### config.mk
export PLATFORM = sky130hd
export DESIGN_NAME = mul_exec_datapath
export DESIGN_NICKNAME = d
export VERILOG_FILES = /design/src/rtl/mul_exec_datapath.sv
export SDC_FILE = /design/constraint.sdc
export NUM_CORES = 1
export LEC_CHECK = 0
export CORE_ASPECT_RATIO = 1.2
export CORE_MARGIN = 4
export CORE_UTILIZATION = 30
export DETAILED_ROUTE_END_ITERATION = 12
export DONT_BUFFER_PORTS = 1
export PLACE_DENSITY = 0.46
export SLEW_MARGIN = 20
export SYNTH_ARGS = -nofsm -noshare
export SYNTH_HDL_FRONTEND = slang
export SYNTH_SLANG_ARGS = --single-unit
export TNS_END_PERCENT = 10
### constraint.sdc
create_clock -name clk -period 5.15 [get_ports clk]
set_input_delay 1.03 -clock clk [delete_from_list [all_inputs] [get_ports clk]]
set_output_delay 1.03 -clock clk [all_outputs]
set_load 0.02 [all_outputs]
### src/rtl/mul_exec_datapath.sv
// mul_exec_datapath: registered state plus 32x32 signed radix-4 Booth datapath, one step per EXEC cycle.
// Ports: clk, reset_n (async active-low), op_clear (sync clear), op_start (capture in IDLE),
//   multiplicand/multiplier (signed operands), next_state (from next-state logic) ->
//   state, exec_count_out (Booth step index), result (signed product), op_done (state==DONE).
// Optional: MUL_ZERO_SKIP_EN finishes zero-operand products after one EXEC cycle.
module mul_exec_datapath #(
  parameter int         WIDTH = 32,
  parameter logic [1:0] IDLE  = 2'b00,
  parameter logic [1:0] EXEC  = 2'b01,
  parameter logic [1:0] DONE  = 2'b10
) (
  input  logic               clk,
  input  logic               reset_n,
  input  logic               op_clear,
  input  logic               op_start,
  input  logic [WIDTH-1:0]   multiplicand,
  input  logic [WIDTH-1:0]   multiplier,
  input  logic [1:0]         next_state,
  output logic [1:0]         state,
  output logic [3:0]         exec_count_out,
  output logic [2*WIDTH-1:0] result,
  output logic               op_done
);
  localparam int AW = WIDTH + 2;
  logic [1:0]         state_q;
  logic [3:0]         cnt_q, cnt_d;
  logic [WIDTH-1:0]   m_q, m_d, q_q, q_d;
  logic [AW-1:0]      a_q, a_d, m_ext, addend, sum;
  logic               qm1_q, qm1_d, skip_q, skip_d;
  logic [2*WIDTH-1:0] res_q, res_d;
  logic [AW+WIDTH:0]  shifted;
  logic [2:0]         sel;
  logic               capture, exec, zero;
`ifdef MUL_ZERO_SKIP_EN
  // q_q still holds the original multiplier before the first step
  assign zero = state_q == EXEC && !op_clear && cnt_q == 4'd0 && (m_q == '0 || q_q == '0);
`else
  assign zero = 1'b0;
`endif
  always_comb begin
    capture = state_q == IDLE && op_start && !op_clear;
    exec    = state_q == EXEC && !op_clear;
    m_ext   = {{2{m_q[WIDTH-1]}}, m_q};
    sel     = {q_q[1:0], qm1_q};
    addend  = (sel == 3'b001 || sel == 3'b010) ? m_ext :
              sel == 3'b011 ? m_ext << 1 :
              sel == 3'b100 ? -(m_ext << 1) :
              (sel == 3'b101 || sel == 3'b110) ? -m_ext : '0;
    sum     = a_q + addend;
    shifted = $signed({sum, q_q, qm1_q}) >>> 2;
    m_d     = capture ? multiplicand : m_q;
    a_d     = (op_clear || capture) ? '0 : exec ? shifted[AW+WIDTH:WIDTH+1] : a_q;
    q_d     = op_clear ? '0 : capture ? multiplier : exec ? shifted[WIDTH:1] : q_q;
    qm1_d   = (op_clear || capture) ? 1'b0 : exec ? shifted[0] : qm1_q;
    cnt_d   = zero ? 4'hf : exec ? cnt_q + 4'd1 : 4'd0;
    skip_d  = zero;
    res_d   = (op_clear || zero) ? '0 :
              (exec && cnt_q == 4'hf && !skip_q) ? shifted[2*WIDTH:1] : res_q;
  end
  always_ff @(posedge clk or negedge reset_n) begin
    if (!reset_n) begin
      state_q <= IDLE;
      cnt_q   <= '0;
      m_q     <= '0;
      a_q     <= '0;
      q_q     <= '0;
      qm1_q   <= 1'b0;
      skip_q  <= 1'b0;
      res_q   <= '0;
    end else begin
      state_q <= next_state;
      cnt_q   <= cnt_d;
      m_q     <= m_d;
      a_q     <= a_d;
      q_q     <= q_d;
      qm1_q   <= qm1_d;
      skip_q  <= skip_d;
      res_q   <= res_d;
    end
  end
  assign state          = state_q;
  assign exec_count_out = cnt_q;
  assign result         = res_q;
  assign op_done        = state_q == DONE;
endmodule

==> out/results.tsv <==
stage	metric	value	unit
detailed_routing	wire per inst	20.1	um
cts	Post-CTS Resized	0	
cts	Setup Buffers After CTS	0	
floorplan	Initial Utilization	30.4	%
global_route	vias in the first global route	8151	
layout	ant diodes	0	
cts	clock slew at reported path FFs	0.07	ns
setup_path	reg2reg start	m_q[16]$_DFFE_PN0P_	
timing	Slew HR	25.6	%
worst_hold_path	worst hold path class	in -> async	
yosys	dominant cell type by area after synthesis	dfrtp_1	
yosys	Yosys top cell area share	42.5	%
yosys	Top FF cell, synth	dfrtp_1	
layout	layout cells sized above 1	10.0	%
power_and_ir_drop	Logic pwr share	23.1	%
setup_path	Reg2Reg Setup Slack	0.30	ns
detailed_routing	DRT iter0 DRCs	575	
global_route	Overall Global Routing Usage	16.9	%
floorplan	Die Wd	173	um
yosys	Synth Instances	1132	
global_route	GRT overflow	0	
placed_design	hpwl dp	21.7	mm
yosys	Synth Net Count	1239	
placed_design	PortBufs	0	
cts	CTS Buffer Depth	2	
yosys	Seq cells post-synth	167	
floorplan	I/O Pins	141	
yosys	Synth top cells by count	nand2_1, dfrtp_1, a21oi_1	
detailed_routing	via count	8182	
setup_path	R2R cell count	17	
setup_path	Crit path largest cell delay	0.55	ns
yosys	EDFF count, synth	0	
setup_path	CP startpoint	m_q[16]$_DFFE_PN0P_	
setup_path	crit-path max FO	6	
cts	H-Tree Level Count	4	
setup_path	slowest CP cell	or4_4	
timing	count of final setup violators	0	
setup_path	crit path cell chain	or4_4 > or3_1 > or2_1 > or3_4 > or4b_4 > xor2_1 > o21a_1 > nor2_1 > nor2_1 > ha_1 > a21o_1 > a21o_1 > a21oi_1 > o21ai_0 > xnor2_1 > o21ai_0 > a22o_1	
floorplan	Core Area	0.0323	mm2
yosys	Netlist Area Pre-Place	0.00984	mm2
timing	Worst Max-Slew Pin Slew	1.12	ns
placed_design	Placer Congestion	0.849	
cts	hold-fix buffer count after cts	0	
power_and_ir_drop	P per Cell Area	342	mW/mm2
timing	fin crit share	94.1	%
power_and_ir_drop	internal power	2.41	mW
cts	clock insertion delay at the later pin of the skew report	0.45	ns
job	Max Cap Viol	0	
yosys	most common cell in the netlist	nand2_1	
global_route	initial antenna violation count	0	
timing	clock period minus worst slack	4.85	ns
detailed_routing	DR vias/cell	5.40	
power_and_ir_drop	net switching power	1.30	mW
layout	Syn-to-layout area delta	10.4	%
setup_path	CP Class	reg -> reg	
timing	clock skew	0.0182	ns
yosys	sequential area share after synthesis	42.5	%
setup_path	CP endpoint kind	flop	
power_and_ir_drop	Clk network pwr share	35.1	%
global_route	first-pass GRT wire length	48.2	mm
power_and_ir_drop	sequential power share	41.8	%
setup_path	Critical Path End	a_q[32]$_DFFE_PN0P_	
cts	clock sinks	167	
placed_design	Place WS	0.271	ns
detailed_routing	DRC	0	
cts	cts bufs inserted	17	
power_and_ir_drop	Switching Share	34.9	%
yosys	Mapped Avg Cell Area	8.69	um2
detailed_routing	First-pass DRT Iterations	6	
timing	Final Worst Setup Slack	0.303	ns
detailed_routing	Antenna Violating Nets Remaining	0	
cts	Clk Tree Root Cell	clkbuf_16	
global_route	largest net degree at the start of global routing	168	
floorplan	Die Y	206	um
detailed_routing	WL final	30.5	mm
floorplan	row count	72	
floorplan	Die Area	0.0358	mm2
setup_path	Worst Path Required	5.48	ns
placed_design	dpl cells	1484	
timing	Slew Viols, Final	0	
yosys	Syn. warnings	0	
cts	CTS tree	built	
yosys	Area contributors post-synth	dfrtp_1, nand2_1, a21oi_1	
status	status	finished clean	
power_and_ir_drop	leak pwr	5.05	nW
setup_path	Critical Path AT	5.18	ns
timing	final hold violations	0	
timing	hold_ws	0.283	ns
timing	Max Freq	0.206	GHz
yosys	synth unique cells	61	
layout	final cell count without fillers	1516	
power_and_ir_drop	worst vdd ir	179	uV
setup_path	Setup crit start kind	flop	
layout	nets	1203	
setup_path	RR Endpoint	a_q[32]$_DFFE_PN0P_	
yosys	asr flop ratio synth	100	%
==> state kept, by name, indices dropped and copies added, names as in the netlist <==
register,count
a_q,32
exec_count_out,4
m_q,32
q_q,32
qm1_q,1
result,64
state,2
==> per-stage QoR <==
step | cell area (um2) | power (mW) | TNS [ns] | util [%]
after detailed placement | 10300 | 2.44 | 0 | 31.7
after floorplan | 9840 | 2.18 | 0 | -
after global routing | 10900 | 3.93 | -0.00295 | 33.6
final | 10900 | 3.71 | 0 | 33.6
after CTS | 10800 | 3.76 | 0 | 33.5
after global placement | 10300 | 2.43 | 0 | 31.7
==> cell usage in the layout (no fill, tap or decap), drive strengths merged, types with 7 or more instances in the layout <==
| cell type | synthesis | layout |
|---|---|---|
| a21o | 22 | 22 |
| a21oi | 99 | 99 |
| a222oi | 16 | 16 |
| a22o | 29 | 29 |
| a22oi | 22 | 22 |
| a31oi | 7 | 7 |
| and2 | 8 | 8 |
| buf | 12 | 30 |
| clkbuf | 73 | 18 |
| dfrtp | 167 | 167 |
| ha | 36 | 36 |
| inv | 27 | 35 |
| mux2 | 30 | 30 |
| nand2 | 175 | 175 |
| nand3 | 73 | 73 |
| nand4 | 9 | 9 |
| nor2 | 88 | 88 |
| nor3 | 13 | 13 |
| o21ai | 56 | 56 |
| o22ai | 25 | 25 |
| xnor2 | 41 | 41 |
| xor2 | 19 | 19 |
==> power groups by stage <==
stage / combinational, mW / clock [mW] / sequential (mW)
after floorplan: 0.669 / 0 / 1.51
after global placement: 0.857 / 0 / 1.58
after detailed placement: 0.856 / 0 / 1.58
after CTS: 0.861 / 1.35 / 1.55
after global routing: 0.955 / 1.41 / 1.57
final: 0.856 / 1.30 / 1.55
==> worst min-delay path by stage <==
stage,depth (start not counted),start,end
after global placement,2,q_q[4]$_DFFE_PN0P_,result[2]$_DFFE_PN0P_
after global routing,0,reset_n,m_q[20]$_DFFE_PN0P_
final,0,reset_n,m_q[20]$_DFFE_PN0P_
after detailed placement,2,q_q[4]$_DFFE_PN0P_,result[2]$_DFFE_PN0P_
after floorplan,1,a_q[25]$_DFFE_PN0P_,a_q[25]$_DFFE_PN0P_
after CTS,0,reset_n,m_q[20]$_DFFE_PN0P_
==> final cells by class <==
cell class	count	area, um2
clock buffers	18	439
clock inverters	14	154
fillers	3328	21500
inverters	28	105
multi-input cells	852	5250
flip-flops and latches	167	4180
well taps	407	509
repair buffers	30	225
==> routing by layer <==
metal	global-route usage (%)	vias up	wire, um
li1	-	3974	-
met1	20.7	3977	12900
met2	29.9	202	15400
met3	4.01	29	1670
met4	4.82	0	513
met5	0	-	0
==> kinds of logic (layout without fill, tap and decap cells) <==
family / after synthesis / count (layout) / share of synthesized area [%]
buffers and inverters: 113 / 90 / 4.48
muxes: 32 / 32 / 3.64
xor gates and xnor gates: 60 / 60 / 5.34
DFF: 167 / 167 / 42.5
AOI/OAI and AO/OA: 316 / 316 / 20.9
and+or+nand+nor: 407 / 407 / 18.4
adders and majority gates: 37 / 37 / 4.78
==> worst max-delay path, delay by kind of cell, from the launching register on <==
kind,cells,cell delay [ns]
and+or+nand+nor,7,2.34
xor gates and xnor gates,2,0.47
AOI/OAI and AO/OA,7,1.13
adders and majority gates,1,0.36
DFF,1,0.44
(Power assumes the default switching activity.)
